===== src/rtl/mul_ctrl_pkg.sv =====
// Shared encodings for the RV32M multiply sequencer: op codes, FSM states,
// default widths and the operand-signedness helpers.
package mul_ctrl_pkg;

    localparam int XLEN_DEF  = 32;
    localparam int TAG_W_DEF = 5;

    localparam logic [1:0] OP_MUL    = 2'b00;
    localparam logic [1:0] OP_MULH   = 2'b01;
    localparam logic [1:0] OP_MULHSU = 2'b10;
    localparam logic [1:0] OP_MULHU  = 2'b11;

    typedef enum logic [2:0] {
        ST_IDLE = 3'd0,
        ST_PREP = 3'd1,
        ST_RUN  = 3'd2,
        ST_FIX  = 3'd3,
        ST_DONE = 3'd4
    } state_t;

    // rs1 is treated as signed for every op except MULHU
    function automatic logic op_a_signed(input logic [1:0] op);
        return op != OP_MULHU;
    endfunction

    // rs2 is treated as signed only for MUL and MULH
    function automatic logic op_b_signed(input logic [1:0] op);
        return (op == OP_MUL) || (op == OP_MULH);
    endfunction

endpackage


===== src/rtl/mul_shift_add_dp.sv =====
// Unsigned iterative shift-add multiplier datapath. The controller loads
// operand magnitudes, steps one multiplier bit per cycle and finally may
// negate the 2*XLEN accumulator for sign correction.
module mul_shift_add_dp
    import mul_ctrl_pkg::*;
#(
    parameter int XLEN = XLEN_DEF
) (
    input  logic              clk,
    input  logic              rst,
    input  logic              load,
    input  logic              step,
    input  logic              negate,
    input  logic [XLEN-1:0]   a_mag,
    input  logic [XLEN-1:0]   b_mag,
    output logic              mb_zero,
    output logic [2*XLEN-1:0] acc
);

    logic [2*XLEN-1:0] ma;
    logic [XLEN-1:0]   mb;

    // Operand/accumulator registers: load clears acc, step does one add-shift,
    // negate takes the two's complement of the full-width product.
    always_ff @(posedge clk) begin
        if (!rst) begin
            ma  <= '0;
            mb  <= '0;
            acc <= '0;
        end else if (load) begin
            ma  <= {{XLEN{1'b0}}, a_mag};
            mb  <= b_mag;
            acc <= '0;
        end else if (step) begin
            if (mb[0])
                acc <= acc + ma;
            ma <= ma << 1;
            mb <= mb >> 1;
        end else if (negate) begin
            acc <= ~acc + {{(2*XLEN-1){1'b0}}, 1'b1};
        end
    end

    // High when the multiplier becomes zero after the current step's shift,
    // i.e. no set bits remain above bit 0.
    assign mb_zero = (mb[XLEN-1:1] == '0);

endmodule


===== src/rtl/mul_seq_ctrl.sv =====
// RV32M multiply sequencer: valid/ready request in, magnitude shift-add on
// mul_shift_add_dp, sign fix-up, half select, valid/ready response out.
// Optional build macro MUL_EARLY_OUT_EN: leave RUN as soon as the remaining
// multiplier bits are all zero instead of always running XLEN steps.
module mul_seq_ctrl
    import mul_ctrl_pkg::*;
#(
    parameter int XLEN  = XLEN_DEF,
    parameter int TAG_W = TAG_W_DEF
) (
    input  logic             clk,
    input  logic             rst,
    input  logic             req_valid,
    output logic             req_ready,
    input  logic [1:0]       req_op,
    input  logic [XLEN-1:0]  req_a,
    input  logic [XLEN-1:0]  req_b,
    input  logic [TAG_W-1:0] req_tag,
    input  logic             flush,
    output logic             rsp_valid,
    input  logic             rsp_ready,
    output logic [XLEN-1:0]  rsp_data,
    output logic [TAG_W-1:0] rsp_tag,
    output logic             busy
);

    localparam int CNT_W = $clog2(XLEN + 1);

    state_t            state, nxt;
    logic [1:0]        op_q;
    logic [TAG_W-1:0]  tag_q;
    logic [XLEN-1:0]   a_q, b_q;
    logic              neg_q;
    logic [CNT_W-1:0]  cnt;

    logic              accept;
    logic              sa, sb;
    logic [XLEN-1:0]   a_mag, b_mag;
    logic              dp_load, dp_step, dp_negate;
    logic              mb_zero;
    logic              run_done;
    logic [2*XLEN-1:0] acc;

    assign accept = req_valid && req_ready;

    // Operand signs come from the latched op; |x| of the most negative value
    // wraps to itself, which is the correct unsigned magnitude.
    assign sa    = op_a_signed(op_q) && a_q[XLEN-1];
    assign sb    = op_b_signed(op_q) && b_q[XLEN-1];
    assign a_mag = sa ? (~a_q + {{(XLEN-1){1'b0}}, 1'b1}) : a_q;
    assign b_mag = sb ? (~b_q + {{(XLEN-1){1'b0}}, 1'b1}) : b_q;

`ifdef MUL_EARLY_OUT_EN
    assign run_done = (cnt == CNT_W'(1)) || mb_zero;
`else
    assign run_done = (cnt == CNT_W'(1));
`endif

    mul_shift_add_dp #(.XLEN(XLEN)) u_dp (
        .clk     (clk),
        .rst     (rst),
        .load    (dp_load),
        .step    (dp_step),
        .negate  (dp_negate),
        .a_mag   (a_mag),
        .b_mag   (b_mag),
        .mb_zero (mb_zero),
        .acc     (acc)
    );

    // FSM state register
    always_ff @(posedge clk) begin
        if (!rst)
            state <= ST_IDLE;
        else
            state <= nxt;
    end

    // Next-state logic; flush returns to IDLE from anywhere
    always_comb begin
        nxt = state;
        if (flush) begin
            nxt = ST_IDLE;
        end else begin
            case (state)
                ST_IDLE: if (accept)    nxt = ST_PREP;
                ST_PREP:                nxt = ST_RUN;
                ST_RUN:  if (run_done)  nxt = ST_FIX;
                ST_FIX:                 nxt = ST_DONE;
                ST_DONE: if (rsp_ready) nxt = ST_IDLE;
                default:                nxt = ST_IDLE;
            endcase
        end
    end

    // FSM outputs: handshakes, datapath controls and the selected result half
    always_comb begin
        req_ready = rst && (state == ST_IDLE) && !flush;
        busy      = (state != ST_IDLE);
        rsp_valid = (state == ST_DONE) && !flush;
        dp_load   = (state == ST_PREP) && !flush;
        dp_step   = (state == ST_RUN) && !flush;
        dp_negate = (state == ST_FIX) && neg_q && !flush;
        rsp_data  = '0;
        if (state == ST_DONE)
            rsp_data = (op_q == OP_MUL) ? acc[XLEN-1:0] : acc[2*XLEN-1:XLEN];
    end

    assign rsp_tag = tag_q;

    // Request capture, sign flag and step counter
    always_ff @(posedge clk) begin
        if (!rst) begin
            op_q  <= OP_MUL;
            tag_q <= '0;
            a_q   <= '0;
            b_q   <= '0;
            neg_q <= 1'b0;
            cnt   <= '0;
        end else begin
            if (accept) begin
                op_q  <= req_op;
                tag_q <= req_tag;
                a_q   <= req_a;
                b_q   <= req_b;
            end
            if (state == ST_PREP) begin
                neg_q <= sa ^ sb;
                cnt   <= CNT_W'(XLEN);
            end else if (state == ST_RUN) begin
                cnt   <= cnt - CNT_W'(1);
            end
        end
    end

endmodule

===== config.mk =====
export PLATFORM = sky130hd
export DESIGN_NAME = mul_seq_ctrl
export DESIGN_NICKNAME = d
export VERILOG_FILES = /design/src/rtl/mul_ctrl_pkg.sv /design/src/rtl/mul_shift_add_dp.sv /design/src/rtl/mul_seq_ctrl.sv
export SDC_FILE = /design/constraint.sdc
export NUM_CORES = 1
export LEC_CHECK = 0
export ABC_AREA = 1
export BUFFER_PORTS_ARGS = -buffer_cell sky130_fd_sc_hd__buf_4
export CAP_MARGIN = 20
export CELL_PAD_IN_SITES_DETAIL_PLACEMENT = 0
export CELL_PAD_IN_SITES_GLOBAL_PLACEMENT = 1
export CORE_MARGIN = 8
export CORE_UTILIZATION = 39
export DETAILED_ROUTE_END_ITERATION = 12
export PLACE_DENSITY = 0.77
export REMOVE_ABC_BUFFERS = 1
export SYNTH_ARGS = -nofsm -noshare
export SYNTH_HDL_FRONTEND = slang
export SYNTH_SLANG_ARGS = --single-unit

===== constraint.sdc =====
create_clock -name clk -period 2.1 [get_ports clk]
set_input_delay 0.42 -clock clk [delete_from_list [all_inputs] [get_ports clk]]
set_output_delay 0.42 -clock clk [all_outputs]
set_load 0.02 [all_outputs]

Yosys cells after proc, flatten, opt, wreduce, memory -nomap -nowiden
Index checks and enable logic that the tools add are counted.
- add/subtract/negate cells: 5
- equal/unequal tests: 11
- multiplexer cells: 17
- bitwise operators: 5
- reduce and logical (&&, ||, !) cells: 23
- operators with widths (kind ; count):
    32-bit 2-to-1 mux ; 8
    64-bit 2-to-1 mux ; 3
    32-bit by 1-bit adder with 32-bit output, second input constant ; 2
    64-bit by 1-bit adder with 64-bit output, second input constant ; 1
    64-bit adder ; 1
    32-bit inverter ; 2
    64-bit inverter ; 1
    3-bit one-hot mux with 5 select lines ; 1
    6-bit 2-to-1 mux ; 2
    1-bit logical AND ; 10
    3-bit 2-to-1 mux ; 3
    2-bit != test, second input constant ; 4
    3-bit by 2-bit equality test with 1-bit output, second input constant ; 2
    6-bit by 1-bit equality test with 1-bit output, second input constant ; 1
    2-bit nonzero test ; 3
    2-bit OR reduction ; 3
    6-bit by 1-bit subtractor with 6-bit output, second input constant ; 1
    3-bit by 1-bit equality test with 1-bit output, second input constant ; 1
    3-bit equality test, second input constant ; 1
    3-bit logical NOT ; 1
    3-bit AND reduction ; 1
    3-bit nonzero test ; 1
    2-bit by 1-bit equality test with 1-bit output, second input constant ; 1
    2-bit logical NOT ; 1
    6 further kinds ; 6
- flip-flop bits (word level): 241
- input port bits: 76
- word-level logic and storage cells: 73

Logic depth before layout (Yosys ltp)
Gate-level depths: netlist of the first run.
- word-level depth: 6
- depth in mapped cells: 16

Modules after synthesis
Synthesis of the first run repeated with hierarchy kept, for this count alone.
- cell total of the unflattened synthesis: 3215
- area total of the unflattened synthesis: 18953.2 µm²
- modules (own cells, without submodules) (module ; instances ; cells an instance ; area an instance (µm²)):
    mul_shift_add_dp ; 1 ; 2311 ; 13599.3
    mul_seq_ctrl ; 1 ; 904 ; 5353.9

Worst setup path after synthesis of the first run
OpenSTA, ideal clock, no wires.
- kind: reg2reg
- from: reg u_dp.acc[0]
- to: reg u_dp.acc[36]
- library setup time: 0.118 ns
- arrival: 1.838 ns
- setup slack: 0.144 ns
- stages on the path, launching flop included: 17
- buffers on the path: 0
- clock period less this slack: 1.956 ns
- cell sequence: dfxtp_1 -> ha_1 -> fa_1 -> nand3_1 -> nand2_1 -> nand2_1 -> nand2_1 -> nand2_1 -> nand2_1 -> nand2_1 -> nand2_1 -> nand2_1 -> nand2_1 -> nand2_1 -> nand3_1 -> nand2_1 -> a21oi_1
- cells in the longest elaborated chain, start to end: 4
- ends and longest elaborated chain (what ; line ; RTL):
    start, declared ; mul_shift_add_dp.sv:17 ; output logic [2*XLEN-1:0] acc
    start signal, assigned ; mul_shift_add_dp.sv:36 ; acc <= acc + ma;
    start signal, assigned ; mul_shift_add_dp.sv:40 ; acc <= ~acc + {{(2*XLEN-1){1'b0}}, 1'b1};
    64-bit inverter ; mul_shift_add_dp.sv:40 ;
    64-bit by 1-bit adder with 64-bit output ; mul_shift_add_dp.sv:40 ;
    64-bit 2-to-1 mux ; mul_shift_add_dp.sv:39 ; end else if (negate) begin
    64-bit 2-to-1 mux * ; mul_shift_add_dp.sv:34 ; end else if (step) begin
Mark *: on every way between the ends. The rest lies on a longest branch, timed or not. The select of a mux whose other input is x is not followed.
A chain may end at the register's enable or synchronous reset.

Worst setup path after layout of the first run
- from: reg op_q[1]
- to: out rsp_data[9]
- cells in the longest elaborated chain, start to end: 3
- ends and longest elaborated chain (what ; line ; RTL):
    start, declared ; mul_seq_ctrl.sv:30 ; logic [1:0] op_q;
    start signal, assigned ; mul_seq_ctrl.sv:122 ; op_q <= req_op;
    2-bit logical NOT ; mul_seq_ctrl.sv:106 ; rsp_data = (op_q == OP_MUL) ? acc[XLEN-1:0] : acc[2*XLEN-1:XLEN];
    32-bit 2-to-1 mux ; mul_seq_ctrl.sv:106 ;
    32-bit 2-to-1 mux ; mul_seq_ctrl.sv:105 ; if (state == ST_DONE)
    end, declared ; mul_seq_ctrl.sv:22 ; output logic [XLEN-1:0] rsp_data,
No other way between the ends.

==> results of run 1 <==
synth_stat cells (2+ instances only):
library cell | number | share of area [%]
nand4_1 | 37 | 1.2
clkbuf_1 | 75 | 1.5
nand3b_1 | 8 | 0.32
nor4_1 | 3 | 0.10
buf_4 | 5 | 0.20
ha_1 | 68 | 4.5
o21ai_1 | 10 | 0.27
nand2_2 | 2 | 0.067
nor3_1 | 45 | 1.2
inv_2 | 7 | 0.14
inv_1 | 424 | 8.5
o21bai_1 | 10 | 0.40
or2_2 | 4 | 0.13
buf_2 | 22 | 0.59
buf_6 | 3 | 0.18
o21ai_2 | 2 | 0.093
nor2_1 | 372 | 7.4
a211oi_1 | 2 | 0.080
a21oi_2 | 2 | 0.093
a31oi_1 | 23 | 0.77
o22ai_1 | 2 | 0.067
a221oi_1 | 2 | 0.093
xor2_1 | 83 | 3.9
nand3_1 | 183 | 4.9
nand2_1 | 898 | 18
o21ai_0 | 262 | 7.0
a21oi_1 | 337 | 9.0
nor2_2 | 7 | 0.23
and3_1 | 2 | 0.067
o211ai_1 | 38 | 1.5
a21o_1 | 3 | 0.12
xnor2_1 | 7 | 0.33
nand3_2 | 3 | 0.16
dfxtp_1 | 241 | 26
and2_1 | 3 | 0.10
nor3_2 | 4 | 0.21
nor2_4 | 4 | 0.24
buf_1 | 8 | 0.16
clkinv_1 | 4 | 0.080
power by group through the flow:
stage	clock [µW]	combinational, µW	sequential (µW)
after floorplan	0	657	4810
after global placement	0	1160	4820
after detailed placement	0	1170	4820
after CTS	6490	1310	4720
after global routing	6660	1530	4690
final	6410	1400	4690
repair_timing:
item | CTS | global route
cloned | 10 | 2
gates resized for setup | 552 | 705
buffers inserted | 27 | 50
pin swaps | 95 | 277
setup endpoints to repair | 85 | 105
area by class of cell:
| type | count | area [µm²] |
|---|---|---|
| repair buffers | 747 | 6530 |
| flip-flops and latches | 241 | 5040 |
| clock inverters | 15 | 253 |
| well taps | 615 | 769 |
| fillers | 4235 | 16700 |
| multi-input cells | 2433 | 15700 |
| inverters | 435 | 1670 |
| clock buffers | 45 | 972 |
metrics by stage:
step                      total power (µW)  hold slack (ns)  instances  utilization, %  TNS, ns
after floorplan                       5470            0.445       3109               -  -246.06
after global placement                5990            0.451       4389            51.0    -9.88
after detailed placement              6000            0.456       4389            51.0   -11.46
after CTS                            12500            0.102       4485            59.1    -5.88
after global routing                 12900            0.125       4531            65.0    -9.05
final                                12500            0.126       4531            65.0    -6.08
kinds of logic after synthesis:
kind of cell               count (synthesis)
buffers and inverters                    549
AOI/OAI and AO/OA                        697
adders and majority gates                 69
DFF                                      241
xor gates and xnor gates                  90
and+or+nand+nor                         1577
final timing paths:
check | end | slack, ns | cells past startpoint
setup / recovery | rsp_data[9] | -0.28 | 7
hold / removal | state[2] | 0.13 | 3
setup reg to reg | u_dp.acc[56] | -0.06 | 14
hold reg to reg | rsp_tag[3] | 0.46 | 2
registers in the layout, indices dropped and copies added, names as in the netlist:
name	count
u_dp.acc	64
u_dp.ma	64
a_q	32
b_q	32
u_dp.mb	32
cnt	6
rsp_tag	5
state	3
op_q	2
neg_q	1
per-layer routing:
metal	part of all wire [%]	GRT usage, %
met5	0	0
met4	7.7	18.6
met3	6.0	4.81
met2	46	52.8
met1	40	37.9
critical path: stages, from the launching register on:
cell     delay [ns]
dfxtp_4        0.36
nor2_4         0.16
buf_12         0.17
buf_12         0.15
nor2_4         0.06
nor3_2         0.21
buf_4          0.16
buf_6          0.11
==> flow_metrics.tcl, run 1 <==
set metrics [dict create \
    coreArea_mm2 0.0476 \
    swShare_pct 27.2 \
    io_pins 116 \
    antenna_left 0 \
    power_density_mw_per_mm2 404 \
    synth_fa_ha_area_share_pct 4.64 \
    wl_per_cell_um 21.1 \
    hold_viol 0 \
    switchingPower_uw 3390 \
    yosys_warnings 0 \
    grt_pass1_wl_mm 137 \
    synth_compound_area_share_pct 19.7 \
    grt.overflow.total 0 \
    antenna_found_initial 0 \
    yosysSeqAreaShare_pct 25.7 \
    p_int_uw 9100 \
    hp-start "rsp_ready" \
    mostFrequentLayoutCell "nand2_1" \
    cts-buffers-inserted 34 \
    power_frac_comb_pct 11.2 \
    synth.cell_area_mm2 0.0188 \
    place_area_mm2 0.0243 \
    cts_hold_buf 0 \
    diodes 0 \
    die_w_um 235 \
    drt_wl_total_mm 95.5 \
    cp.arrival_ns 1.96 \
    fin_area_mm2 0.0310 \
    synthSimpleGateAreaFrac_pct 34.5 \
    crit_fanout 6 \
    ir_worst_vdd_mv 0.604 \
    drt-vias-per-instance 5.42 \
    grtUsageTotal_pct 31.5 \
    critPathKind "flop to output port" \
    synth_xor_area_share_pct 4.20 \
    htree_levels 2 \
    cts_root_buf "clkbuf_16" \
    design.die.area_mm2 0.0554 \
    die_h_um 235 \
    netlist_instances 3223 \
    pwr-share-clk_pct 51.3 \
    final_cell_mix "667 x nand2_1, 620 x buf_4, 360 x inv_1" \
    fmax_ghz 0.420 \
    grt_max_degree 74 \
    dp_hpwl_mm 71.4 \
    synth_edf_count 0 \
    period_needed_ns 2.38 \
    setup-violations-final 40 \
    violations "setup timing" \
    crit_start "op_q[1]" \
    p_leak_uw 0.0150 \
    hold_class "input pin to flop" \
    maxSlewViolCount 0 \
    clock_sinks 241 \
    r2r-start "u_dp.acc[5]" \
    clock_latency_ns 0.57 \
    muxShareOfSynthArea_pct 0 \
    rsz0062_at_grt "true" \
    fin_ws_ns -0.279 \
    drtIter0Drc 1755 \
    crit_path_end_kind "output port" \
    worst_slew_pin_slew_ns 0.811 \
    synth-main-ff-cell "dfxtp_1" \
    ys_ff_latch 241 \
    first_global_vias 23445 \
    ys_async_sr_fraction_pct 0 \
    drive_gt1_share_pct 42.7 \
    initial_core_util_pct 39.4 \
    syn_area_per_cell_um2 5.83 \
    clock_skew_ns 0.0256 \
    worstSetupStartpointType "flop" \
    std_cell_rows 80 \
    synth_top_family_by_area "simple AND/OR/NAND/NOR gates" \
    slew_headroom_pct 45.9 \
    cts.clk_slew.worst_paths_ns 0.06 \
    portBuffers 115 \
    syn2layout_area_growth_pct 64.9 \
    cp_data_required_time_ns 1.68 \
    cts.path.max_buffers 3 \
    seqPwrFrac_pct 37.5 \
    gp_congestion 1.05 \
    vias 24547 \
    post-place-ws_ns -0.417 \
    drv_cap 0 \
    fin_nets 4037 \
    drc_errors 0 \
    drtPass1Iterations 5 \
    min_period_over_period_pct 113 \
    ys_types 47 \
    run_status "finished, violations left" \
    cts_tree "done" \
]
Power figures use the tool's default switching activity.
==> run 2: changes to the inputs <==
==> constraint.sdc (replaced) <==
create_clock -name clk -period 2.1 [get_ports clk]
set_input_delay 0.21 -clock clk [delete_from_list [all_inputs] [get_ports clk]]
set_output_delay 0.21 -clock clk [all_outputs]
set_load 0.02 [all_outputs]
==> run 2 against run 1 <==
  * The run still ends with setup timing left
  * Non-clock buffer count increased by 65
  * Sequential power about the same
  * Utilization increased by 0.35 points
  * Critical path type unchanged
==> flow_metrics.tcl, run 2 (same netlist as run 1, synthesis figures left out) <==
set metrics [dict create \
    gr-usage-met3_pct 3.85 \
    std_cell_rows 80 \
    switchingPower_uw 3290 \
    cp.arrival_ns 1.99 \
    syn2layout_area_growth_pct 65.8 \
    ir_worst_vdd_mv 0.644 \
    maxSlewViolCount 0 \
    drive_gt1_share_pct 41.0 \
    hp-start "req_valid" \
    die_w_um 235 \
    dp.cells 4384 \
    seqPwrFrac_pct 38.7 \
    crit_path_end_kind "output port" \
    hold_slack_ns 0.0289 \
    swShare_pct 27.0 \
    violations "setup timing" \
    clock_sinks 241 \
    hold_class "input pin to flop" \
    worstRegToRegCells 15 \
    critPathKind "flop to output port" \
    htree_levels 1 \
    initial_core_util_pct 39.4 \
    rsz0062_at_grt "true" \
    drt_wl_total_mm 94.9 \
    design.die.area_mm2 0.0554 \
    crit_fanout 21 \
    cts.clk_slew.worst_paths_ns 0.06 \
    dp_hpwl_mm 72.3 \
    busiest_layer "met2" \
    period_needed_ns 2.20 \
    p_int_uw 8880 \
    hold_viol 0 \
    cts_tree "done" \
    cp_data_required_time_ns 1.89 \
    worstSetupStartpointType "flop" \
    ff2ff_setup_slack_ns -0.05 \
    drc_errors 0 \
    run_status "finished, violations left" \
    vias 24484 \
    gp_congestion 1.03 \
    clock_skew_ns 0.0113 \
    drtIter0Drc 1869 \
    antenna_left 0 \
    slew_headroom_pct 44.1 \
    p_leak_uw 0.0151 \
    drtPass1Iterations 6 \
    grt_pass1_wl_mm 139 \
    pwr-share-clk_pct 49.8 \
    first_global_vias 23737 \
    grt.overflow.total 0 \
    drv_cap 0 \
    min_period_over_period_pct 105 \
    die_h_um 235 \
    io_pins 116 \
    setup-violations-final 26 \
    diodes 0 \
    reg.largest.list "u_dp.acc: 64 flops, u_dp.ma: 64 flops" \
    power_frac_comb_pct 11.6 \
    worst_slew_pin_slew_ns 0.839 \
    grt.met1_usage_pct 39.0 \
    coreArea_mm2 0.0476 \
    clock_latency_ns 0.61 \
    critPathCapture "rsp_data[22]" \
    mostFrequentLayoutCell "nand2_1" \
    crit_start "op_q[0]" \
    r2r-start "u_dp.acc[41]" \
    post-place-ws_ns -0.457 \
    cts_root_buf "clkbuf_16" \
    antenna_found_initial 1 \
    grtUsageMet2_pct 53.6 \
    power_density_mw_per_mm2 391 \
    grtUsageTotal_pct 31.8 \
    fin_ws_ns -0.0970 \
    wl_per_cell_um 20.6 \
    drt-vias-per-instance 5.33 \
    cts.path.max_buffers 3 \
    grt_max_degree 80 \
    layout.cells.non_filler 4594 \
    fin_nets 4100 \
    timing.rr.end "u_dp.acc[57]" \
    final_cell_mix "662 x nand2_1, 609 x buf_4, 367 x inv_1" \
    cts-buffers-inserted 31 \
    portBuffers 115 \
    fmax_ghz 0.455 \
]
-- run 2: cell types whose count changed in the layout (fill, tap and decap cells not counted), moves of 8 or more --
| cell | delta |
|---|---|
| dlygate4sd3_1 | +82 |
| dfxtp_2 | +9 |
| nand2_4 | -8 |
| o21ai_4 | -16 |
| nand3_2 | -11 |
| o21ai_2 | +14 |
| buf_4 | -11 |
| nand2_2 | +14 |
| nand3_1 | +14 |
| dfxtp_4 | -13 |
-- run 2: power groups by stage --
| stage | Combinational (µW) | Sequential [µW] | Clock [µW] |
|---|---|---|---|
| 5_1_grt | 1550 | 4710 | 6270 |
| 3_5_place_dp | 1150 | 4820 | 0 |
| 6_report | 1410 | 4700 | 6050 |
| 3_3_place_gp | 1140 | 4820 | 0 |
| 4_1_cts | 1320 | 4720 | 6120 |
| 2_1_floorplan | 657 | 4810 | 0 |
-- run 2: critical path, cell delays in order (launching register included) --
cell     delay (ns)
dfxtp_4        0.42
nor2_4         0.05
buf_12         0.14
buf_12         0.13
buf_16         0.16
a21oi_2        0.16
buf_4          0.16
buf_6          0.12
-- run 2: area by class of cell --
| class | count | area [µm²] |
|---|---|---|
| Clock buffer | 40 | 870 |
| Clock inverter | 17 | 267 |
| Fill cell | 4265 | 16500 |
| Inverter | 435 | 1660 |
| Multi-Input combinational cell | 2434 | 15500 |
| Sequential cell | 241 | 5000 |
| Tap cell | 615 | 769 |
| Timing Repair Buffer | 812 | 7070 |
-- run 2: worst min path at each step --
| stage | end | cells after the start | slack, ns |
|---|---|---|---|
| 5_1_grt | b_q[25] | 3 | 0.05 |
| 3_3_place_gp | rsp_tag[1] | 2 | 0.45 |
| 6_report | b_q[25] | 3 | 0.03 |
| 3_5_place_dp | rsp_tag[4] | 2 | 0.46 |
| 2_1_floorplan | u_dp.mb[1] | 2 | 0.31 |
| 4_1_cts | b_q[25] | 3 | 0.01 |
-- run 2: routing by layer --
metal	up-vias	routed length, µm
met4	0	7070
met2	876	43500
li1	11905	-
met1	11421	39000
met5	-	0
met3	282	5360
-- run 2: per-stage QoR --
stage / util, % / total power (µW) / instance area (µm²) / setup TNS (ns)
after floorplan: - / 5470 / 18300 / -224.22
final: 65.3 / 12200 / 31100 / -0.693
after CTS: 59.4 / 12200 / 28300 / -2.75
after detailed placement: 50.9 / 5970 / 24200 / -10.10
after global routing: 65.3 / 12500 / 31100 / -4.08
after global placement: 50.9 / 5960 / 24200 / -8.99
-- run 2: timing repair --
item                                    CTS  global route
endpoints found under the setup margin   87           102
hold buffers                             82             0
setup buffers                            23            45
resized for setup                       502           685
pin swaps                               100           220
cloned                                    4             2
endpoints found under the hold margin    72             0
